**config.mk**
```make
export PLATFORM = sky130hd
export DESIGN_NAME = mix_columns_iter
export DESIGN_NICKNAME = d
export VERILOG_FILES = /design/src/rtl/mix_columns_iter.sv
export SDC_FILE = /design/constraint.sdc
export NUM_CORES = 1
export LEC_CHECK = 0
export ABC_AREA = 1
export CAP_MARGIN = 20
export CORE_ASPECT_RATIO = 2
export CORE_MARGIN = 4
export CORE_UTILIZATION = 53
export DETAILED_ROUTE_END_ITERATION = 6
export GPL_ROUTABILITY_DRIVEN = 0
export GPL_TIMING_DRIVEN = 0
export PLACE_DENSITY = 0.87
export SETUP_SLACK_MARGIN = 0.4
export SLEW_MARGIN = 15
export SYNTH_ARGS = -nofsm -noshare
export SYNTH_HDL_FRONTEND = slang
export SYNTH_SLANG_ARGS = --single-unit
```
**constraint.sdc**
```tcl
create_clock -name clk -period 3.55 [get_ports clk]
set_input_delay 0.355 -clock clk [delete_from_list [all_inputs] [get_ports clk]]
set_output_delay 0.355 -clock clk [all_outputs]
set_load 0.05 [all_outputs]
```
**src/rtl/mix_columns_iter.sv**
```systemverilog
// ---------------------------------------------------------------------------
// mix_columns_iter
//
// Iterative AES MixColumns stage. Takes one 128-bit state from ShiftRows
// behind a valid/ready handshake, mixes it one 32-bit column per clock
// through a single shared column mixer, and presents the result behind a
// second valid/ready handshake. Final-round states (bypass=1) are passed
// through unmixed.
//
// Parameters:
//   INVERSE  0: forward MixColumns (02,03,01,01)
//            1: InvMixColumns    (0e,0b,0d,09)
//
// Ports:
//   clk       in   1    rising-edge clock
//   rst_n     in   1    asynchronous reset, active low
//   inValid   in   1    stateIn/bypass valid this cycle
//   inReady   out  1    block can accept a state this cycle
//   stateIn   in   128  state from ShiftRows (column-major, col 0 at [127:96])
//   bypass    in   1    final round: pass state through unmixed
//   outValid  out  1    stateOut holds a completed result
//   outReady  in   1    downstream accepts stateOut this cycle
//   stateOut  out  128  mixed (or bypassed) state
// ---------------------------------------------------------------------------
module mix_columns_iter #(
    parameter bit INVERSE = 1'b0
) (
    input  logic         clk,
    input  logic         rst_n,
    input  logic         inValid,
    output logic         inReady,
    input  logic [127:0] stateIn,
    input  logic         bypass,
    output logic         outValid,
    input  logic         outReady,
    output logic [127:0] stateOut
);

    typedef enum logic [1:0] {
        IDLE = 2'd0,
        BUSY = 2'd1,
        DONE = 2'd2
    } state_e;

    state_e       state_q, state_d;
    logic [1:0]   col_idx_q, col_idx_d;
    logic [127:0] work_q, work_d;

    logic [31:0]  col_in;
    logic [31:0]  col_mixed;

    // Multiply by x in GF(2^8) modulo x^8+x^4+x^3+x+1.
    function automatic logic [7:0] xtime(input logic [7:0] v);
        return {v[6:0], 1'b0} ^ (v[7] ? 8'h1b : 8'h00);
    endfunction

    // Select the column currently being mixed.
    always_comb begin
        col_in = work_q[127:96];
        case (col_idx_q)
            2'd0: col_in = work_q[127:96];
            2'd1: col_in = work_q[95:64];
            2'd2: col_in = work_q[63:32];
            2'd3: col_in = work_q[31:0];
            default: col_in = work_q[127:96];
        endcase
    end

    // Shared column mixer. Row 0 of the column is the most significant byte.
    logic [7:0] a_b  [4];
    logic [7:0] x2_b [4];
    logic [7:0] x4_b [4];
    logic [7:0] x8_b [4];

    genvar gi;
    generate
        for (gi = 0; gi < 4; gi++) begin : g_byte
            assign a_b[gi]  = col_in[31-8*gi -: 8];
            assign x2_b[gi] = xtime(a_b[gi]);
            assign x4_b[gi] = xtime(x2_b[gi]);
            assign x8_b[gi] = xtime(x4_b[gi]);
        end

        // Both matrices are circulant: row r applies coefficient k to byte
        // (r+k) mod 4, with k walking along the first matrix row.
        for (gi = 0; gi < 4; gi++) begin : g_row
            localparam int R1 = (gi + 1) % 4;
            localparam int R2 = (gi + 2) % 4;
            localparam int R3 = (gi + 3) % 4;
            if (INVERSE) begin : g_inv
                // 0e = 8^4^2, 0b = 8^2^1, 0d = 8^4^1, 09 = 8^1
                assign col_mixed[31-8*gi -: 8] =
                      (x8_b[gi] ^ x4_b[gi] ^ x2_b[gi])
                    ^ (x8_b[R1] ^ x2_b[R1] ^ a_b[R1])
                    ^ (x8_b[R2] ^ x4_b[R2] ^ a_b[R2])
                    ^ (x8_b[R3] ^ a_b[R3]);
            end else begin : g_fwd
                assign col_mixed[31-8*gi -: 8] =
                      x2_b[gi]
                    ^ (x2_b[R1] ^ a_b[R1])
                    ^ a_b[R2]
                    ^ a_b[R3];
            end
        end
    endgenerate

    // Next-state / output logic.
    always_comb begin
        state_d   = state_q;
        col_idx_d = col_idx_q;
        work_d    = work_q;
        inReady   = 1'b0;
        outValid  = 1'b0;

        case (state_q)
            IDLE: begin
                inReady = 1'b1;
                if (inValid) begin
                    work_d    = stateIn;
                    col_idx_d = 2'd0;
                    state_d   = bypass ? DONE : BUSY;
                end
            end

            BUSY: begin
                case (col_idx_q)
                    2'd0: work_d[127:96] = col_mixed;
                    2'd1: work_d[95:64]  = col_mixed;
                    2'd2: work_d[63:32]  = col_mixed;
                    2'd3: work_d[31:0]   = col_mixed;
                    default: work_d = work_q;
                endcase
                col_idx_d = col_idx_q + 2'd1;   // wraps to 0 after column 3
                if (col_idx_q == 2'd3) begin
                    state_d = DONE;
                end
            end

            DONE: begin
                outValid = 1'b1;
                if (outReady) begin
                    // Pop and (optionally) load on the same edge.
                    inReady = 1'b1;
                    if (inValid) begin
                        work_d    = stateIn;
                        col_idx_d = 2'd0;
                        state_d   = bypass ? DONE : BUSY;
                    end else begin
                        state_d = IDLE;
                    end
                end
            end

            default: begin
                state_d   = IDLE;
                col_idx_d = 2'd0;
            end
        endcase
    end

    always_ff @(posedge clk or negedge rst_n) begin
        if (!rst_n) begin
            state_q   <= IDLE;
            col_idx_q <= 2'd0;
            work_q    <= '0;
        end else begin
            state_q   <= state_d;
            col_idx_q <= col_idx_d;
            work_q    <= work_d;
        end
    end

    assign stateOut = work_q;

endmodule

```
# Yosys cells after proc, flatten, opt, wreduce, memory -nomap -nowiden
# Cells that the tools add are included.
dict set report totals {
  regBits 132
  input_bits 133
  output_inout_bits 130
  elab_cells 70
}
dict set report op_classes {
  addsub 1
  eq_ne 11
  mux 24
  bitwise_logic 20
  reduce_logical 8
}
# op n
set op_table {}
lappend op_table {{one-hot mux 128 bit (3 select lines)} 1}
lappend op_table {{2-to-1 mux 128 bit} 2}
lappend op_table {{2-to-1 mux 32 bit} 4}
lappend op_table {{one-hot mux 32 bit (4 select lines)} 1}
lappend op_table {{bitwise XOR 8 bit} 16}
lappend op_table {{bitwise XOR 8 x 5 -> 8 bit} 4}
lappend op_table {{2-to-1 mux 5 bit} 4}
lappend op_table {{AND reduction 3 bit} 5}
lappend op_table {{2-to-1 mux 2 bit} 7}
lappend op_table {{one-hot mux 2 bit (3 select lines)} 2}
lappend op_table {{== test 2 bit, second input constant} 3}
lappend op_table {{inequality test 2 x 1 -> 1 bit, second input constant} 3}
lappend op_table {{inequality test 2 bit, second input constant} 3}
lappend op_table {{== test 2 x 1 -> 1 bit, second input constant} 2}
lappend op_table {{logical NOT 2 bit} 2}
lappend op_table {{nonzero test 3 bit} 1}
lappend op_table {{adder 2 x 1 -> 2 bit, second input constant} 1}
lappend op_table {{2-to-1 mux 1 bit} 2}
lappend op_table {{one-hot mux 1 bit (2 select lines)} 1}

# Longest topological paths before layout
# Gate-level depths: netlist of run 1.
dict set report depth {
  ltp_word 10
  ltp_mapped 17
  ltp_nobuf 15
}

# Worst setup path after synthesis of run 1
# OpenSTA, ideal clock, no wires.
dict set report synth_path {
  kind {reg2reg}
  from {register state_q[1]}
  to {register work_q[17] (netlist: stateOut[17])}
  setup_time_ns 0.124
  arrival_ns 2.153
  required_time_ns 3.426
  path_slack_ns 1.273
  path_stages_with_launch 11
  n_path_buf 1
  synth_period_minus_slack_ns 2.277
  cell_sequence {dfrtp_1 inv_1 nor2_1 nand2_1 o21ai_1 inv_1 o211ai_2 clkbuf_1 nand2_1 inv_1 a21oi_1}
}
dict set report synth_between {
  elab_chain_len 3
  word_cells_on_any_way 8
  cone_classes {4 x eq/ne; 1 x mux; 3 x reduce/logical}
}
# item line
set synth_lines {}
lappend synth_lines {{start, declared} 45} ;# state_e state_q, state_d;
lappend synth_lines {{start signal, assigned} 167} ;# state_q <= state_d;
lappend synth_lines {{== test 2 x 1 -> 1 bit (tied with other cells)} 115} ;# case (state_q)
lappend synth_lines {{inequality test 2 bit (no source line) / nonzero test 3 bit (equally long branches)} n/a}
lappend synth_lines {{AND reduction 3 bit (no source line)} n/a}
lappend synth_lines {{end signal, assigned} 169} ;# work_q <= work_d;
lappend synth_lines {{end, declared} 47} ;# logic [127:0] work_q, work_d;
# Parallel ways exist; a longest one is shown, timed or not.
# A chain may end at the register's enable or synchronous reset.

# Worst setup path in the final report of run 1
dict set report layout_path {
  from {register col_idx_q[0]}
  to {register work_q[94] (netlist: stateOut[94])}
}
dict set report layout_between {
  elab_chain_len 9
  word_cells_on_any_way 15
  cone_classes {4 x eq/ne; 3 x mux; 6 x bitwise; 2 x reduce/logical}
}
# item line
set layout_lines {}
lappend layout_lines {{start, declared} 46} ;# logic [1:0] col_idx_q, col_idx_d;
lappend layout_lines {{start signal, assigned} 168} ;# col_idx_q <= col_idx_d;
lappend layout_lines {{== test 2 bit (tied with other cells)} 60} ;# case (col_idx_q)
lappend layout_lines {{one-hot mux 32 bit (4 select lines)} 60}
lappend layout_lines {{bitwise XOR 8 x 5 -> 8 bit} 54} ;# return {v[6:0], 1'b0} ^ (v[7] ? 8'h1b : 8'h00);
lappend layout_lines {{bitwise XOR 8 bit (2 in a row)} 100} ;# ^ (x2_b[R1] ^ a_b[R1])
lappend layout_lines {{bitwise XOR 8 bit} 101} ;# ^ a_b[R2]
lappend layout_lines {{bitwise XOR 8 bit} 102} ;# ^ a_b[R3];
lappend layout_lines {{2-to-1 mux 32 bit} 126} ;# case (col_idx_q)
lappend layout_lines {{one-hot mux 128 bit (3 select lines)} 115}
# Parallel ways exist; a longest one is shown, timed or not. The select of a mux whose other input is x is not followed.

==> results of run 1 <==
[Yosys cell counts (all sizes together)]
| master | n |
|---|---|
| nand3 | 72 |
| a22oi | 24 |
| dfrtp | 132 |
| buf | 18 |
| o22ai | 8 |
| a21oi | 156 |
| nand3b | 5 |
| o211ai | 1 |
| a21boi | 84 |
| clkbuf | 39 |
| xor2 | 1 |
| nand2 | 551 |
| nand4 | 1 |
| inv | 185 |
| xnor2 | 6 |
| o21bai | 15 |
| o21ai | 50 |
| o31ai | 1 |
| ha | 5 |
| a22o | 1 |
| nor2 | 92 |
[critical path: stages, from the launching register on]
cell      delay, ns
dfrtp_1        0.42
inv_1          0.12
ha_1           0.55
inv_2          0.10
buf_6          0.18
buf_6          0.17
nand2_1        0.12
nor2_1         0.07
a21oi_2        0.34
nand2_1        0.13
nand2_1        0.08
nand2_1        0.06
nand2_1        0.08
nand2_1        0.05
nand2_1        0.05
nand2_1        0.24
a21boi_1       0.22
[layer usage]
layer | global-route usage, % | vias up | share of wire, %
met2 | 66.69 | 972 | 47
met3 | 9.752 | 326 | 10
met1 | 38.22 | 5380 | 31
li1 | - | 5175 | -
met5 | 0 | - | 0.031
met4 | 38.56 | 2 | 12
[state kept, by name, summed over array words and instances (netlist names)]
register and count:
stateOut 128, state_q 2, col_idx_q 2
[what timing repair did]
action / 4_1_cts / 5_1_grt
gates resized for setup: 1 / 7
hold buffers: 1 / 0
endpoints found under the setup margin: 8 / 42
endpoints found under the hold margin: 64 / 0
buffers inserted: 0 / 0
[metrics by stage]
stage | TNS (ns) | cell area, um^2 | setup slack, ns | utilization (%)
final | 0 | 13350 | 0.4992 | 73.30
after floorplan | 0 | 9771 | 1.273 | -
after CTS | 0 | 13320 | 0.4830 | 73.11
after detailed placement | 0 | 12690 | 0.3818 | 69.67
after global routing | 0 | 13350 | 0.3935 | 73.30
after global placement | -414.14 | 12660 | -3.152 | 69.51
[area by class of cell]
type,count,area (um^2)
multi-input combinational,1073,5519
sequential,132,3303
clock buffer,18,439.2
fill,1390,4865
tap,216,270.3
antenna,1,2.502
inverter,185,694.4
timing repair buffer,264,2661
buffer,57,286.5
clock inverter,14,176.4
[kinds of logic (layout without fill, tap and decap cells)]
family / Yosys count / count (layout)
other: 0 / 1
AOI/OAI and AO/OA: 340 / 340
xor gates and xnor gates: 7 / 7
and+or+nand+nor: 721 / 721
DFF: 132 / 132
buffers and inverters: 242 / 538
adders and majority gates: 5 / 5
[how the worst max path moves through the flow]
stage | slack (ns) | startpoint | to
after floorplan | 1.27 | state_q[1] | stateOut[17]
after global placement | -3.15 | rst_n | stateOut[39]
after detailed placement | 0.38 | col_idx_q[0] | stateOut[28]
after CTS | 0.48 | col_idx_q[0] | stateOut[94]
after global routing | 0.39 | col_idx_q[0] | stateOut[126]
final | 0.50 | col_idx_q[0] | stateOut[94]
[cell usage in the layout (no fill, tap or decap), types with 22 or more instances in the layout]
master           count
a21oi_1            153
inv_1              177
clkbuf_1            38
nor2_4              22
a21boi_1            84
nor2_1              52
nand3_1             57
o21ai_0             27
clkdlybuf4s50_1    261
dfrtp_1            132
nand2_1            543
==> results.md, run 1 <==
- Synth top area cells: dfrtp_1, nand2_1, a21oi_1
- Yosys top cell by area: dfrtp_1
- Element type at the critical path end: flip-flop
- Fin cells: 1960
- Area Overhead vs Synth: 36.66%
- Die area: around 21000 um^2
- Via count: approximately 12000
- Fmax achieved: around 0.33 GHz
- Total wire length: between 40000 and 50000 um
- TritonCTS clock tree: done
- Syn_nets: roughly 1600
- Largest family of logic cells by synthesized area: simple AND/OR/NAND/NOR gates
- Clk buf depth: 2
- Die Wd: between 100 and 150 um
- Initial core utilization: 53.63%
- Total track usage: between 30% and 40%
- Worst-path maximum fanout: 10
- Startpoint types: flip-flop
- Sinks on Clock Net: about 130
- Register area share after synthesis: between 30% and 40%
- Port bufs: between 200 and 300
- Wire length per cell: ~21 um
- Period Utilization, post-route: roughly 86%
- Failing checks: DRC
- Reg-to-reg endpoint: stateOut[94]
- Clk Latency, worst-skew pair: 0.44 ns
- Antenna violations before repair: 2
- Setup Viol. Count Final: 0
- Hold Crit Class: in -> async
- Placement row count: 70
- Core Area: between 15000 and 20000 um^2
- Initial drt markers: 1200
- Root Buffer: clkbuf_16
- RSZ-0062 raised after global routing: yes
- Total of max-cap violations: 0
- DR pass1 iterations: 7
- Worst-path clk slew: ~0.07 ns
- Mapped Cells: between 1000 and 1500
- Mean Syn Cell Area: 6.752 um^2
- Status: finished with violations
- Critical R2R Launch: col_idx_q[0]
- Synthesized-area fraction occupied by adder cells: less than 1%
- Synthesis warning total: 0
- Post-route ant nets: 0
- Critical path class: reg -> reg
- # IOs: 263
- Tmin final: 3.051 ns
- CP arrival: 3.41 ns
- Mux share of post-synthesis cell area: 0%
- Drc violations: 2
- Synth Register Bits: around 130
- Clock Skew: 0.01077 ns
- Num CTS Buffers: 17
- Post-Syn Area: slightly below 10000 um^2
- Yosys cell types: 38
- Post-Synth XOR/XNOR Area: less than 1%
- Via density: slightly above 6
- Data required, critical path: about 3.9 ns
- First-pass GRT wire length: roughly 62000 um
- Slew @ Worst Pin: between 1 and 1.5 ns
- Layout cells sized above 1: a little under a tenth
- Pin count of the biggest net entering global routing: just under 70
- H-tree levels: 4
- Max-slew headroom at the worst pin: between 20 and 30%
- Final HPWL DP: around 31000 um
- Die extent in y: around 200 um
- Dpl cells: between 1500 and 2000
- Vias in the first global route: between 10000 and 15000
- Min Hold Slack: roughly 0.48 ns
- Final Hold Fails: 0
- Total congestion overflow: 0
- Post-synthesis compound-gate area fraction: 22.79%
- R2r setup slk: roughly 0.5 ns
- Final Net Count: 1868
- Reg2reg path depth: 16
- Simple-gate share of the synthesized area: about a third
- Slew Viols, Final: 0
- Share of the synthesized area in the top cell type: approximately 34%
Power of run 1 is left out: the tool's default activity adds up to more than one toggle a clock period on the data nets, which glitch-free logic cannot reach.
==> run 2, diff against run 1 <==
--- a/config.mk
+++ b/config.mk
@@ -8,7 +8,7 @@
 export ABC_AREA = 1
 export CAP_MARGIN = 20
 export CORE_ASPECT_RATIO = 2
-export CORE_MARGIN = 4
+export CORE_MARGIN = 5
 export CORE_UTILIZATION = 53
 export DETAILED_ROUTE_END_ITERATION = 6
 export GPL_ROUTABILITY_DRIVEN = 0
==> run 2 against run 1 <==
  * The flow still finishes with violations (DRC)
  * Non-clock buffer count did not move
  * Wire length rose by 0.62%
  * Fmax fell by 3.5%
  * Register-to-register slack got worse by 0.11 ns
  * Clock skew barely moved
  * Worst hold slack got worse by 0.070 ns
==> results.md, run 2 (synthesized netlist as in run 1, its figures left out) <==
- Setup Buffers After CTS: 0
- Die area: between 20000 and 25000 um^2
- First-pass GRT wire length: around 65000 um
- Layout Utilization: between 70% and 80%
- Slew @ Worst Pin: a little over 0.9 ns
- Clock Skew: about 0.010 ns
- Commonest non-fill, non-tap cell in the layout: nand2_1
- Via count: 11770
- Total of max-cap violations: 0
- CP cell instances: ha_1 -> buf_4 -> inv_2 -> clkbuf_4 -> o21ai_0 -> o22ai_1 -> nand2_1 -> nand2_1 -> inv_1 -> nand2_1 -> nand2_1 -> nand2_1 -> nand3_1 -> a21boi_1
- Final Hold Fails: 0
- Tmin final: 3.162 ns
- Area Overhead vs Synth: 35.73%
- Via density: around 6.0
- Max-slew headroom at the worst pin: about two fifths
- TritonCTS clock tree: done
- CP top delay family: buffers and inverters
- Most frequent CP cell: nand2_1
- Startpoint types: flip-flop
- Crit path buffers/inverters: 4
- Element type at the critical path end: flip-flop
- Data required, critical path: 3.90 ns
- Port bufs: around 260
- Post-route ant nets: 0
- # fillers: around 1400
- Most frequent cells in the layout: nand2_1, clkdlybuf4s50_1, inv_1
- Dpl cells: between 1500 and 2000
- Total wire length: around 42000 um
- Die extent in y: around 200 um
- Vias in the first global route: 11800
- R2r setup slk: 0.39 ns
- Critical path's slowest cell: o22ai_1
- Slew Viols, Final: 0
- Root Buffer: clkbuf_16
- Reg2reg path depth: 14
- Period Utilization, post-route: around nine tenths
- Fmax achieved: roughly 0.32 GHz
- Antenna violations before repair: 0
- Total track usage: 39.52%
- CP arrival: 3.52 ns
- CP max stage delay: 0.45 ns
- Failing checks: DRC
- Placement row count: 70
- Final Net Count: about 1900
- Drc violations: 4
- Worst-path maximum fanout: 10
- Initial drt markers: between 1000 and 1500
- H-tree levels: 4
- Layout cells sized above 1: 9.316%
- Clk buf depth: 2
- Pin count of the biggest net entering global routing: roughly 80
- Setup Viol. Count Final: 0
- Wire length per cell: roughly 22 um
- Critical path class: reg -> reg
- Initial core utilization: 53.63%
- Num CTS Buffers: 17
- Core Area: about 18000 um^2
- Worst-path clk slew: around 0.060 ns
- Final HPWL DP: between 30000 and 40000 um
- Clk Latency, worst-skew pair: 0.44 ns
- Max FFs per register: between 100 and 150
- Total congestion overflow: 0
- Ant diodes: 0
- DR pass1 iterations: 7
- Fin cells: 1955
- Hold Crit Class: in -> async
- Reg-to-reg endpoint: stateOut[118]
- Status: finished with violations
- Sinks on Clock Net: around 130
- # IOs: roughly 260
- Die Wd: 106.0 um
- RSZ-0062 raised after global routing: no
- Critical R2R Launch: col_idx_q[0]
## run 2: worst max-delay path by stage
stage | startpoint | endpoint | slack (ns) | cells after the start
floorplan | state_q[1] | stateOut[17] | 1.27 | 10
global placement | rst_n | stateOut[58] | -3.25 | 1
detailed placement | col_idx_q[0] | stateOut[3] | 0.30 | 12
CTS | col_idx_q[0] | stateOut[30] | 0.49 | 14
global route | col_idx_q[0] | stateOut[3] | 0.35 | 13
finish | col_idx_q[0] | stateOut[118] | 0.39 | 14
## run 2: worst reg2reg max path, cell delays in order (launching register included)
cell and delay [ns]:
dfrtp_1 0.42, ha_1 0.22, buf_4 0.20, inv_2 0.28
clkbuf_4 0.38, o21ai_0 0.20, o22ai_1 0.45, nand2_1 0.10
nand2_1 0.15, inv_1 0.05, nand2_1 0.08, nand2_1 0.05
nand2_1 0.06, nand3_1 0.21, a21boi_1 0.22
## run 2: what timing repair did
item / in CTS / in global routing
setup endpoints to repair: 5 / 70
hold endpoints to repair: 52 / 0
hold buffers: 1 / 0
gates resized for setup: 1 / 9
## run 2: routing by layer
metal / global-route usage (%) / routed length (um)
met2: 65.07 / 20130
met4: 34.92 / 4533
met1: 41.09 / 13160
met3: 9.779 / 4495
met5: 0 / 0
## run 2: stage by stage
stage | setup TNS, ns | instance area (um^2) | setup WS, ns | hold WS (ns)
3_3_place_gp | -426.91 | 12660 | -3.248 | 0.5422
4_1_cts | 0 | 13230 | 0.4899 | 0.4415
5_1_grt | 0 | 13260 | 0.3477 | 0.4592
2_1_floorplan | 0 | 9771 | 1.273 | 0.05941
3_5_place_dp | 0 | 12700 | 0.3044 | 0.2938
6_report | 0 | 13260 | 0.3882 | 0.4138
## run 2: layout make-up
class	instances	area [um^2]	area share [%]
multi-input combinational	1073	5518	41.61
sequential	132	3303	24.91
timing repair buffer	264	2665	20.10
inverter	185	694.4	5.236
clock buffer	22	464.2	3.500
buffer	57	289.0	2.179
tap	216	270.3	2.038
clock inverter	6	57.56	0.4340
Power of run 2 is left out for the same reason.
==> run 3, diff against run 2 <==
--- a/config.mk
+++ b/config.mk
@@ -12,7 +12,7 @@
 export CORE_UTILIZATION = 53
 export DETAILED_ROUTE_END_ITERATION = 6
 export GPL_ROUTABILITY_DRIVEN = 0
-export GPL_TIMING_DRIVEN = 0
+export GPL_TIMING_DRIVEN = 1
 export PLACE_DENSITY = 0.87
 export SETUP_SLACK_MARGIN = 0.4
 export SLEW_MARGIN = 15
==> run 3 against run 2 <==
  * Clock skew rose by 0.0013 ns
  * Die area did not move
  * Sequential share of layout area barely moved
  * Non-clock buffer count fell by 36
  * Worst setup slack improved by 0.18 ns
  * The run now ends clean
  * First-iteration DRC count fell by 30%
  * Flip-flop and latch count did not move
  * Wire length fell by 13%
==> results.md, run 3 (synthesized netlist as in run 1, its figures left out) <==
- Num CTS Buffers: 17
- Commonest non-fill, non-tap cell in the layout: nand2_1
- Port bufs: between 200 and 300
- Area taken by multi-input logic gates: between 5000 and 6000 um^2
- Setup Buffers After CTS: 0
- Max-slew headroom at the worst pin: a little over 40%
- Via density: just under 6
- # fillers: 1446
- Min Hold Slack: approximately 0.43 ns
- Root Buffer: clkbuf_16
- DR pass1 iterations: 6
- Worst-path maximum fanout: 40
- Slew @ Worst Pin: just under 0.9 ns
- Via count: 11130
- Hold Crit Class: in -> async
- Antenna violations before repair: 1
- Status: completed
- Final HPWL DP: ~27000 um
- Die area: between 20000 and 25000 um^2
- Total track usage: roughly 34%
- Die Wd: 106.0 um
- Vias in the first global route: about 11000
- Final Net Count: 1832
- Initial drt markers: 951
- Layout Utilization: roughly 73%
- Most frequent cells in the layout: nand2_1, clkdlybuf4s50_1, inv_1
- Layout cells sized above 1: under 10%
- Wire length per cell: around 19 um
- Worst-path clk slew: 0.06 ns
- Pre-CTS worst setup slack: approximately 0.52 ns
- Period Utilization, post-route: 84.04%
- Setup Viol. Count Final: 0
- Startpoint types: flip-flop
- Placement row count: 70
- Sinks on Clock Net: 132
- Critical path class: reg -> reg
- RSZ-0062 raised after global routing: no
- Clock Skew: approximately 0.012 ns
- Total congestion overflow: 0
- Final Hold Fails: 0
- Fmax achieved: approximately 0.34 GHz
- Tmin final: just under 3 ns
- Die extent in y: 202.0 um
- Core Area: between 15000 and 20000 um^2
- Element type at the critical path end: flip-flop
- Clk buf depth: 2
- First-pass GRT wire length: approximately 57000 um
- Max FFs per register: between 100 and 150
- Area Overhead vs Synth: 35.79%
- Initial core utilization: approximately 54%
- H-tree levels: 4
- Drc violations: 0
- Post-route ant nets: 0
- Total of max-cap violations: 0
- Data required, critical path: about 4 ns
- Total wire length: ~37000 um
- TritonCTS clock tree: done
- Setup TNS: 0 ns
- Pin count of the biggest net entering global routing: 110
- Slew Viols, Final: 0
- Post-route setup slack: between 0.5 and 0.6 ns
- Clk Latency, worst-skew pair: about 0.43 ns
- # IOs: between 200 and 300
- CP arrival: about 3.3 ns
- FF+latch area: between 3000 and 4000 um^2
==> run 3: worst max-delay path: stages, from the launching register on <==
cell and delay (ns):
dfrtp_1 0.44, inv_1 0.11, ha_1 0.26, inv_4 0.22, buf_12 0.29, nand2_1 0.14
o21bai_1 0.41, nand2_1 0.16, nand2_1 0.19, inv_1 0.09, nand3_1 0.11, nand2_1 0.06
nand2_1 0.07, nand3_2 0.16, a21boi_1 0.20
==> run 3: repair_timing <==
item	CTS	global route
hold buffers	0	1
endpoints found under the setup margin	0	53
endpoints found under the hold margin	0	49
gates resized for setup	0	6
==> run 3: layer usage <==
| layer | part of all wire [%] | track usage, % |
|---|---|---|
| met4 | 7.6 | 23.58 |
| met3 | 7.8 | 6.807 |
| met1 | 34 | 36.48 |
| met2 | 51 | 59.18 |
| met5 | 0 | 0 |
==> run 3: cell type report <==
class,count,area share (%)
tap,216,2.037
antenna,1,0.01886
timing repair buffer,285,21.44
inverter,185,5.272
multi-input combinational,1073,41.78
clock buffer,22,3.650
sequential,132,24.90
clock inverter,10,0.9147
==> run 3: worst paths after layout <==
path                              startpoint            to  slack (ns)  cells past startpoint
worst max-delay path            col_idx_q[0]  stateOut[97]        0.57                     14
worst min-delay path                   rst_n  stateOut[35]        0.43                      2
worst max register to register  col_idx_q[0]  stateOut[97]        0.57                     14
worst min register to register  stateOut[21]  stateOut[21]        0.57                      2
max in group asynchronous              rst_n   stateOut[6]        2.23                      4
min in group clk                 stateIn[33]  stateOut[33]        0.54                      3
==> run 3: stage by stage <==
| step | cells | area (um^2) |
|---|---|---|
| 6_report | 1924 | 13270 |
| 5_1_grt | 1924 | 13270 |
| 4_1_cts | 1921 | 13210 |
| 3_3_place_gp | 1889 | 12600 |
| 2_1_floorplan | 1447 | 9771 |
| 3_5_place_dp | 1889 | 12600 |
Power of run 3 is left out for the same reason.
